**config.mk**
```make
export PLATFORM = sky130hd
export DESIGN_NAME = sram_dma_master_flat
export DESIGN_NICKNAME = d
export VERILOG_FILES = /design/src/rtl/sram_dma_master_if.sv /design/src/rtl/sram_dma_master.sv /design/src/flat_wrapper.sv
export SDC_FILE = /design/constraint.sdc
export NUM_CORES = 1
export LEC_CHECK = 0
export CAP_MARGIN = 20
export CELL_PAD_IN_SITES_DETAIL_PLACEMENT = 1
export CELL_PAD_IN_SITES_GLOBAL_PLACEMENT = 2
export CORE_ASPECT_RATIO = 1.75
export CORE_MARGIN = 2
export CORE_UTILIZATION = 30
export DETAILED_ROUTE_END_ITERATION = 16
export PLACE_DENSITY = 0.82
export SLEW_MARGIN = 0
export SYNTH_ARGS = -nofsm -noshare
export SYNTH_HDL_FRONTEND = slang
export SYNTH_SLANG_ARGS = --single-unit
```
**constraint.sdc**
```tcl
create_clock -name clk -period 9 [get_ports clk]
set_input_delay 0.9 -clock clk [delete_from_list [all_inputs] [get_ports clk]]
set_output_delay 0.9 -clock clk [all_outputs]
set_load 0.03 [all_outputs]
```
**src/rtl/sram_dma_master_if.sv**
```systemverilog
// sram_dma_master_if: WishBone-style SRAM controller port (stb/addr/we/din out, dout/nak in)
interface sram_dma_master_if;
  logic        wb_stb;
  logic [31:0] wb_addr;
  logic [3:0]  wb_we;
  logic [31:0] wb_din;
  logic [47:0] wb_dout;
  logic        wb_nak;
  modport master (output wb_stb, wb_addr, wb_we, wb_din, input wb_dout, wb_nak);
  modport slave  (input wb_stb, wb_addr, wb_we, wb_din, output wb_dout, wb_nak);
endinterface

```
**src/rtl/sram_dma_master.sv**
```systemverilog
// sram_dma_master: SRAM block fill/copy initiator driving the SRAM controller wb port
// Ports: clk, rst (async, active-high); cmd_* command strobe and fields; busy/done/words_done status;
// wb (master modport) SRAM controller request port. Optional SRAM_DMA_CHECKSUM_EN adds checksum output.
module sram_dma_master #(
  parameter int          LEN_W     = 16,
  parameter int          ADDR_W    = 22,
  parameter logic [31:0] BASE_ADDR = 32'h0000_0000
) (
  input  logic              clk,
  input  logic              rst,
  input  logic              cmd_start,
  input  logic              cmd_mode,
  input  logic [ADDR_W-1:0] cmd_src,
  input  logic [ADDR_W-1:0] cmd_dst,
  input  logic [LEN_W-1:0]  cmd_len,
  input  logic [31:0]       cmd_pattern,
  output logic              busy,
  output logic              done,
  output logic [LEN_W-1:0]  words_done,
`ifdef SRAM_DMA_CHECKSUM_EN
  output logic [31:0]       checksum,
`endif
  sram_dma_master_if.master wb
);
  localparam int AW = ADDR_W - 2;
  typedef enum logic [2:0] {IDLE, RD_REQ, RD_WAIT, WR_REQ, WR_WAIT, DONE} state_t;
  state_t state, state_n;
  logic mode, mode_n, busy_n, done_n, stb, stb_n;
  logic [AW-1:0] src, src_n, dst, dst_n, a, a_n;
  logic [LEN_W-1:0] rem, rem_n, words_done_n;
  logic [31:0] pat, pat_n, din, din_n;
  logic [3:0] we, we_n;
`ifdef SRAM_DMA_CHECKSUM_EN
  logic [31:0] cs_n;
`endif
  logic unused;
  assign unused = ^{wb.wb_dout[47:32], cmd_src[1:0], cmd_dst[1:0]};
  assign wb.wb_stb  = stb;
  assign wb.wb_we   = we;
  assign wb.wb_din  = din;
  assign wb.wb_addr = {BASE_ADDR[31:ADDR_W], a, 2'b00};
  // wb_din doubles as the copy hold register: read data is loaded straight into it
  always_comb begin
    state_n      = state;
    mode_n       = mode;
    src_n        = src;
    dst_n        = dst;
    rem_n        = rem;
    pat_n        = pat;
    busy_n       = busy;
    done_n       = 1'b0;
    words_done_n = words_done;
    stb_n        = stb;
    we_n         = we;
    a_n          = a;
    din_n        = din;
`ifdef SRAM_DMA_CHECKSUM_EN
    cs_n         = checksum;
`endif
    case (state)
      IDLE: if (cmd_start) begin
        mode_n       = cmd_mode;
        src_n        = cmd_src[ADDR_W-1:2];
        dst_n        = cmd_dst[ADDR_W-1:2];
        rem_n        = cmd_len;
        pat_n        = cmd_pattern;
        words_done_n = '0;
`ifdef SRAM_DMA_CHECKSUM_EN
        cs_n         = '0;
`endif
        if (cmd_len == '0) begin
          state_n = DONE;
          done_n  = 1'b1;
        end else begin
          busy_n  = 1'b1;
          stb_n   = 1'b1;
          state_n = cmd_mode ? RD_REQ : WR_REQ;
          we_n    = cmd_mode ? 4'h0 : 4'hF;
          a_n     = cmd_mode ? cmd_src[ADDR_W-1:2] : cmd_dst[ADDR_W-1:2];
          din_n   = cmd_mode ? din : cmd_pattern;
        end
      end
      RD_REQ: if (wb.wb_nak) begin
        stb_n   = 1'b0;
        state_n = RD_WAIT;
      end
      RD_WAIT: if (!wb.wb_nak) begin
        src_n   = src + AW'(1);
        din_n   = wb.wb_dout[31:0];
        stb_n   = 1'b1;
        we_n    = 4'hF;
        a_n     = dst;
        state_n = WR_REQ;
`ifdef SRAM_DMA_CHECKSUM_EN
        cs_n    = checksum + wb.wb_dout[31:0];
`endif
      end
      WR_REQ: if (wb.wb_nak) begin
        stb_n   = 1'b0;
        state_n = WR_WAIT;
      end
      WR_WAIT: if (!wb.wb_nak) begin
        dst_n        = dst + AW'(1);
        words_done_n = words_done + LEN_W'(1);
        rem_n        = rem - LEN_W'(1);
        if (rem == LEN_W'(1)) begin
          busy_n  = 1'b0;
          done_n  = 1'b1;
          state_n = DONE;
        end else begin
          stb_n   = 1'b1;
          state_n = mode ? RD_REQ : WR_REQ;
          we_n    = mode ? 4'h0 : 4'hF;
          a_n     = mode ? src : dst + AW'(1);
        end
      end
      DONE: state_n = IDLE;
      default: state_n = IDLE;
    endcase
  end
  always_ff @(posedge clk or posedge rst)
    if (rst) begin
      state      <= IDLE;
      mode       <= 1'b0;
      src        <= '0;
      dst        <= '0;
      rem        <= '0;
      pat        <= '0;
      busy       <= 1'b0;
      done       <= 1'b0;
      words_done <= '0;
      stb        <= 1'b0;
      we         <= 4'h0;
      a          <= '0;
      din        <= '0;
`ifdef SRAM_DMA_CHECKSUM_EN
      checksum   <= '0;
`endif
    end else begin
      state      <= state_n;
      mode       <= mode_n;
      src        <= src_n;
      dst        <= dst_n;
      rem        <= rem_n;
      pat        <= pat_n;
      busy       <= busy_n;
      done       <= done_n;
      words_done <= words_done_n;
      stb        <= stb_n;
      we         <= we_n;
      a          <= a_n;
      din        <= din_n;
`ifdef SRAM_DMA_CHECKSUM_EN
      checksum   <= cs_n;
`endif
    end
endmodule

```
**src/flat_wrapper.sv**
```systemverilog
// flat-port wrapper written by rule: the top's interface ports become plain ports
module sram_dma_master_flat 
#(
  parameter int          LEN_W     = 16,
  parameter int          ADDR_W    = 22,
  parameter logic [31:0] BASE_ADDR = 32'h0000_0000
)
  (clk, rst, cmd_start, cmd_mode, cmd_src, cmd_dst, cmd_len, cmd_pattern, busy, done, words_done, wb_wb_stb, wb_wb_addr, wb_wb_we, wb_wb_din, wb_wb_dout, wb_wb_nak);
  sram_dma_master_if wb_i ();
  input  logic clk;
  input  logic rst;
  input  logic cmd_start;
  input  logic cmd_mode;
  input  logic [ADDR_W-1:0] cmd_src;
  input  logic [ADDR_W-1:0] cmd_dst;
  input  logic [LEN_W-1:0] cmd_len;
  input  logic [31:0] cmd_pattern;
  output logic busy;
  output logic done;
  output logic [LEN_W-1:0] words_done;
  output wire logic [$bits(wb_i.wb_stb)-1:0] wb_wb_stb;
  output wire logic [$bits(wb_i.wb_addr)-1:0] wb_wb_addr;
  output wire logic [$bits(wb_i.wb_we)-1:0] wb_wb_we;
  output wire logic [$bits(wb_i.wb_din)-1:0] wb_wb_din;
  input wire logic [$bits(wb_i.wb_dout)-1:0] wb_wb_dout;
  input wire logic [$bits(wb_i.wb_nak)-1:0] wb_wb_nak;
  assign wb_wb_stb = wb_i.wb_stb;
  assign wb_wb_addr = wb_i.wb_addr;
  assign wb_wb_we = wb_i.wb_we;
  assign wb_wb_din = wb_i.wb_din;
  assign wb_i.wb_dout = wb_wb_dout;
  assign wb_i.wb_nak = wb_wb_nak;
  sram_dma_master #(.LEN_W(LEN_W), .ADDR_W(ADDR_W), .BASE_ADDR(BASE_ADDR)) u_core (.clk(clk), .rst(rst), .cmd_start(cmd_start), .cmd_mode(cmd_mode), .cmd_src(cmd_src), .cmd_dst(cmd_dst), .cmd_len(cmd_len), .cmd_pattern(cmd_pattern), .busy(busy), .done(done), .words_done(words_done), .wb(wb_i));
endmodule
```
## Yosys cells after proc, flatten, opt, wreduce, memory -nomap -nowiden

Index checks and enable logic that the tools add are counted.

- Bits in latches: 0
- Memory bits (read-only): 0
- Memories kept: 0
- Register bits after elaboration: 135
- Bits in writable memories: 0
- Output and inout bits: 87

- Shifts and indexed selects: 0
- Eq/ne operators: 15
- $lt $le $gt $ge: 0
- Bitwise gates (word level): 0
- Divide/modulo/power cells: 0
- Mux-type cells: 58
- Multipliers: 0
- Reductions and logical operators: 15
- Add/subtract/negate cells: 4

Operators with widths:

| cell | number |
|---|---|
| 20-bit two-way mux | 11 |
| 32-bit two-way mux | 4 |
| 20-bit one-hot mux with 2 select lines | 2 |
| 16-bit two-way mux | 4 |
| 16-bit one-hot mux with 2 select lines | 2 |
| 32-bit one-hot mux with 2 select lines | 1 |
| 20-bit one-hot mux with 3 select lines | 1 |
| 20-bit by 1-bit adder with 20-bit output, second input constant | 2 |
| 4-bit two-way mux | 7 |
| 3-bit two-way mux | 7 |
| 16-bit by 1-bit adder with 16-bit output, second input constant | 1 |
| 16-bit by 1-bit == test with 1-bit output, second input constant | 1 |
| 16-bit zero test | 1 |
| 2-bit != test, second input constant | 8 |
| 16-bit by 1-bit subtractor with 16-bit output, second input constant | 1 |
| 3-bit one-hot mux with 5 select lines | 1 |
| 5-bit AND reduction | 3 |
| 1-bit two-way mux | 12 |
| 4-bit one-hot mux with 3 select lines | 1 |
| 7-bit AND reduction | 1 |
| 3-bit by 2-bit == test with 1-bit output, second input constant | 2 |
| 3-bit AND reduction | 2 |
| 6-bit AND reduction | 1 |
| 2-bit two-way mux | 2 |
| 11 further kinds | 14 |

## Logic depth before layout (Yosys ltp)

- Depth after elaboration: 5
- Gate-level depth with buffers: 8

## Least setup slack after synthesis

No wires, ideal clock.

- Path type: input to register
- Start: input port cmd_mode
- End: register u_core.a[10]
- Stages: 6
- Required time: 8,875 ps
- Arrival: 2,496 ps
- Slack: 6,379 ps
- Buffers on the path: 2
- Path through: clkbuf_1 -> clkbuf_1 -> mux2_2 -> a222oi_1 -> o21ai_0 -> mux2_4

- Cells in the longest elaborated chain, start to end: 4

Ends and longest elaborated chain:

| item | RTL line | text |
|---|---|---|
| start: declaration | flat_wrapper.sv:13 | `input logic cmd_mode;` |
| 20-bit two-way mux | sram_dma_master.sv:79 | `a_n = cmd_mode ? cmd_src[ADDR_W-1:2] : cmd_dst[ADDR_W-1:2];` |
| 20-bit two-way mux | sram_dma_master.sv:71 | `if (cmd_len == '0) begin` |
| 20-bit two-way mux | sram_dma_master.sv:61 | `IDLE: if (cmd_start) begin` |
| 20-bit one-hot mux with 3 select lines | sram_dma_master.sv:60 | `case (state)` |
| end signal: assignment | sram_dma_master.sv:151 | `a <= a_n;` |
| end: declaration | sram_dma_master.sv:29 | `logic [AW-1:0] src, src_n, dst, dst_n, a, a_n;` |

Every way passes these cells. The select of a mux whose other input is x is not followed.
A chain may end at the register's enable or synchronous reset.

## Worst setup path after layout

- Start: input port cmd_len[1]
- End: register u_core.we[2], in the netlist u_core.wb.wb_we[2]

- Cells in the longest elaborated chain, start to end: 3

Ends and longest elaborated chain:

| item | RTL line | text |
|---|---|---|
| start: declaration | flat_wrapper.sv:16 | `input logic [LEN_W-1:0] cmd_len;` |
| 16-bit zero test | sram_dma_master.sv:71 |  |
| 2-bit != test (no line) | n/a |  |
| 6-bit AND reduction (no line) | n/a |  |
| end signal: assignment | sram_dma_master.sv:150 | `we <= we_n;` |
| end: declaration | sram_dma_master.sv:32 | `logic [3:0] we, we_n;` |

Every way passes these cells.

==> run summary <==
The run finished with clean final reports. The number of register bits inferred by synthesis is 132. Timing would allow up to 0.324 GHz. The vias after detailed routing came out at 7,857.

The cell area after synthesis came out at 8050 sq um. In this run the power spent charging and discharging nets is roughly 1.7 mW. The post-layout minimum cycle time is 3080 ps. The biggest area contributor in the post-synthesis netlist is sky130_fd_sc_hd__dfrtp_1. The row count came out at between 70 and 80. The number of detailed-route iterations in the first pass came out at 5. Once layout is done, the placed cells without fillers occupy 10,800 sq um. The number of global-route vias before repair came out at 8,290.

The cell-internal power came out at 2.10 mW. In this run, the number of DRC markers left after iteration 0 of detailed routing was ~420. The proportion of layout cells with a drive suffix above 1 is 9.23%. The clock passes through at most 2 buffers. The worst path uses 34.3% of the clock period. The type of element launching the critical path is an input port. Data on the critical path arrives at its endpoint at ~3400 ps. The distinct cell type count of the synthesized netlist is 68.

The final count of hold timing violations is 0. The clock arrives with 6.35 ps of skew. The number of buffers created by CTS came out at 17. The horizontal die dimension is roughly 130 um.

The clock network is responsible for 19.3% of the overall power. The total cell area at the placement stage came out at 10,200 sq um. In this run the biggest area consumer among cell types represents 41.0% of the synthesized area. Compared with the post-synthesis result, the final layout area differs by 34.0%.

The slew at the pin closest to its max-slew limit came out at 1010 ps. Headroom to the max-slew limit came out at 32.9%. Once the clock tree was built, the resizer swapped 0 gates to a different size.

The source-to-sink clock delay at the later pin of the worst-skew pair came out at roughly 440 ps. The final wirelength came out at 28,800 um. Max-cap violations in this run came to 0. The number of buffers inserted by port buffering is 199. For this design the top-level I/O count stands at 232. The number of synthesis warnings is 0. Once the floorplan was initialized, standard cells occupied about 30% of the core. The total routing resource utilization after global routing came out at 20.9%. The post-CTS setup buffer count came out at 0.

The repair_antennas step left the layout with diodes totalling 0. The clock-pin slew of the registers on the worst-case setup and hold paths came out at about 60 ps. Entering global routing, the biggest net connects 91 pins.

Yosys mapped a number of flops with a built-in enable equal to 0. The tightest hold margin is 495 ps. The core region is 26,500 sq um. The fraction of power spent switching nets came out at 44.4%. The remaining routing DRC violations came out at 0.

In this run the worst path has a maximum fanout of 22. Setup violations remaining at the end of the flow were counted as 0. Power spread over the standard cell area amounts to roughly 350 nW/um^2. The HPWL reported at the end of detailed placement is just over 20,000 um. The root buffer cell chosen for the clock tree is sky130_fd_sc_hd__clkbuf_16. The dominant synthesized flop cell is sky130_fd_sc_hd__dfrtp_1. The H-tree level count came out at 4.

The number of max-slew violations in the final report came to 0. Setup repair after global routing left no endpoint under its margin. The routability congestion estimate is ~0.81. The die covers ~28,000 sq um. Per report_power, the combinational group accounts for 50.1% of the total. The share of synthesized area occupied by flip-flops and latches came out at 41.0%.

The part of the total power dissipated in sequential elements came out at 30.6%. TritonCTS built the clock tree. The class of the worst hold path is flop to flop. STA classifies the critical path endpoint as a flop.

The final global-route overflow total came out at 0. The number of antenna violations at the first check in global routing is 0. The setup TNS after final layout is 0 ps.

Ranked by total cell area, the synthesized netlist is headed by sky130_fd_sc_hd__dfrtp_1 41%, sky130_fd_sc_hd__nand2_1 5.9%, sky130_fd_sc_hd__nor2_1 4.1%, sky130_fd_sc_hd__o21ai_0 4.0%, sky130_fd_sc_hd__a21oi_1 4.0%. The first global-routing pass estimated between 40,000 and 50,000 um of wire. The via count normalized by instance count is ~5.5. The post-detailed-route count of antenna-violating nets came out at 0. Data on the critical path is required at its endpoint by ~9300 ps. Measured along the y axis, the die boundary spans 221 um. The number of nets at the end of the flow is about 1,200. The final routed wire length divided by cell count came out at 20.3 um. Summed over all cells, the static leakage comes to 4.26 nW.

The peak ir drop on the vdd network came out at 0.000151 V. The per-instance average area after synthesis is roughly 8.6 sq um. The critical path in this run is classified as input port to flop. The number of sinks driven by the clock tree came out at 132.

The async set-reset flop share out of synthesis is 100%. The synthesized instance count came out at 932. The hold-fix buffer count after cts is 0.
==> worst paths after layout <==
path	startpoint	endpoint	slack, ps	cells after the start
worst min-delay path	u_core.rem[11]	u_core.rem[11]	500	1
worst max-delay path	cmd_len[1]	u_core.wb.wb_we[2]	5920	6
min in group asynchronous	rst	u_core.done	970	2
max in group asynchronous	rst	u_core.a[12]	6660	3
worst max register to register	u_core.state[2]	u_core.a[16]	5970	7
worst min register to register	u_core.rem[11]	u_core.rem[11]	500	1
==> per-stage QoR <==
stage,power [mW],instances,setup WS (ps),util (%)
after detailed placement,3.08,1387,5420,38.4
after CTS,3.82,1418,5890,40.7
final,3.78,1418,5920,40.7
after global routing,4.04,1418,5740,40.7
after global placement,3.04,1387,5450,38.4
after floorplan,2.40,943,4570,-
==> power by group through the flow <==
| stage | registers, mW | logic, mW | clock network (mW) |
|---|---|---|---|
| 5_1_grt | 1.20 | 2.07 | 0.768 |
| 3_5_place_dp | 1.16 | 1.91 | 0 |
| 4_1_cts | 1.15 | 1.92 | 0.752 |
| 2_1_floorplan | 1.27 | 1.13 | 0 |
| 6_report | 1.16 | 1.90 | 0.730 |
| 3_3_place_gp | 1.15 | 1.88 | 0 |
==> area by class of cell <==
| type | instances | area (sq um) |
|---|---|---|
| fill | 3072 | 15700 |
| multi-input combinational | 706 | 4330 |
| sequential | 132 | 3300 |
| timing repair buffer | 212 | 2090 |
| clock buffer | 21 | 470 |
| tap | 324 | 405 |
| clock inverter | 10 | 130 |
| inverter | 13 | 53.8 |
==> sequential cells by signal, summed over array words and instances (netlist names) <==
register,flops
u_core.state,3
u_core.done,1
u_core.wb.wb_stb,1
u_core.dst,20
u_core.a,20
u_core.wb.wb_we,1
u_core.busy,1
u_core.mode,1
u_core.wb.wb_din,32
u_core.rem,16
u_core.src,20
u_core.words_done,16
==> critical path, cell delays in order <==
cell                              delay [ps]
sky130_fd_sc_hd__clkdlybuf4s50_1         440
sky130_fd_sc_hd__nor4_1                  540
sky130_fd_sc_hd__and4_1                  500
sky130_fd_sc_hd__mux2_4                  240
sky130_fd_sc_hd__a21o_4                  390
sky130_fd_sc_hd__mux2_2                  390
==> synthesized netlist by cell type (4+ instances only) <==
cell and count:
sky130_fd_sc_hd__nand4_1 15, sky130_fd_sc_hd__nand2_1 126, sky130_fd_sc_hd__clkbuf_1 67, sky130_fd_sc_hd__or3_1 8, sky130_fd_sc_hd__a31oi_1 39, sky130_fd_sc_hd__and2_1 8, sky130_fd_sc_hd__o21ai_0 65, sky130_fd_sc_hd__a22oi_1 9
sky130_fd_sc_hd__nand3_1 30, sky130_fd_sc_hd__o21ai_1 4, sky130_fd_sc_hd__a2bb2oi_1 11, sky130_fd_sc_hd__a32oi_1 6, sky130_fd_sc_hd__nor2b_1 5, sky130_fd_sc_hd__mux2_4 19, sky130_fd_sc_hd__o22ai_1 18, sky130_fd_sc_hd__nor3_1 17
sky130_fd_sc_hd__dfrtp_1 132, sky130_fd_sc_hd__xor2_1 9, sky130_fd_sc_hd__a222oi_1 14, sky130_fd_sc_hd__nand2b_1 5, sky130_fd_sc_hd__mux2i_1 8, sky130_fd_sc_hd__nor2_1 89, sky130_fd_sc_hd__inv_1 13, sky130_fd_sc_hd__o2bb2ai_1 8
sky130_fd_sc_hd__xnor2_1 12, sky130_fd_sc_hd__mux2_2 15, sky130_fd_sc_hd__o22a_1 7, sky130_fd_sc_hd__buf_4 17, sky130_fd_sc_hd__and3_1 12, sky130_fd_sc_hd__a21oi_1 64, sky130_fd_sc_hd__nor4_1 13, sky130_fd_sc_hd__ha_1 5
sky130_fd_sc_hd__and4_1 5, sky130_fd_sc_hd__or4_1 5
==> logic make-up after synthesis <==
kind of cell               share of synthesized area (%)
and+or+nand+nor                                     20.9
xor gates and xnor gates                            2.28
muxes                                               6.64
AOI/OAI and AO/OA                                   22.1
DFF                                                 41.0
adders and majority gates                          0.777
buffers and inverters                               6.22
other                                             0.0466
==> metal layers <==
| metal | part of all wire [%] | GRT usage (%) |
|---|---|---|
| met5 | 0 | 0 |
| met4 | 3.3 | 9.23 |
| met3 | 4.6 | 4.79 |
| met2 | 54 | 39.1 |
| met1 | 38 | 22.2 |
==> cell usage in the layout (no fill, tap or decap), drive strengths merged, types with 15 or more instances in the layout <==
cell           count
o21ai             69
o22ai             18
nor2              89
clkbuf            21
nand3             30
mux2              34
a21oi             64
nand4             15
nand2            126
clkdlybuf4s50    199
nor3              18
dfrtp            132
a31oi             39
Power figures use the tool's default switching activity.
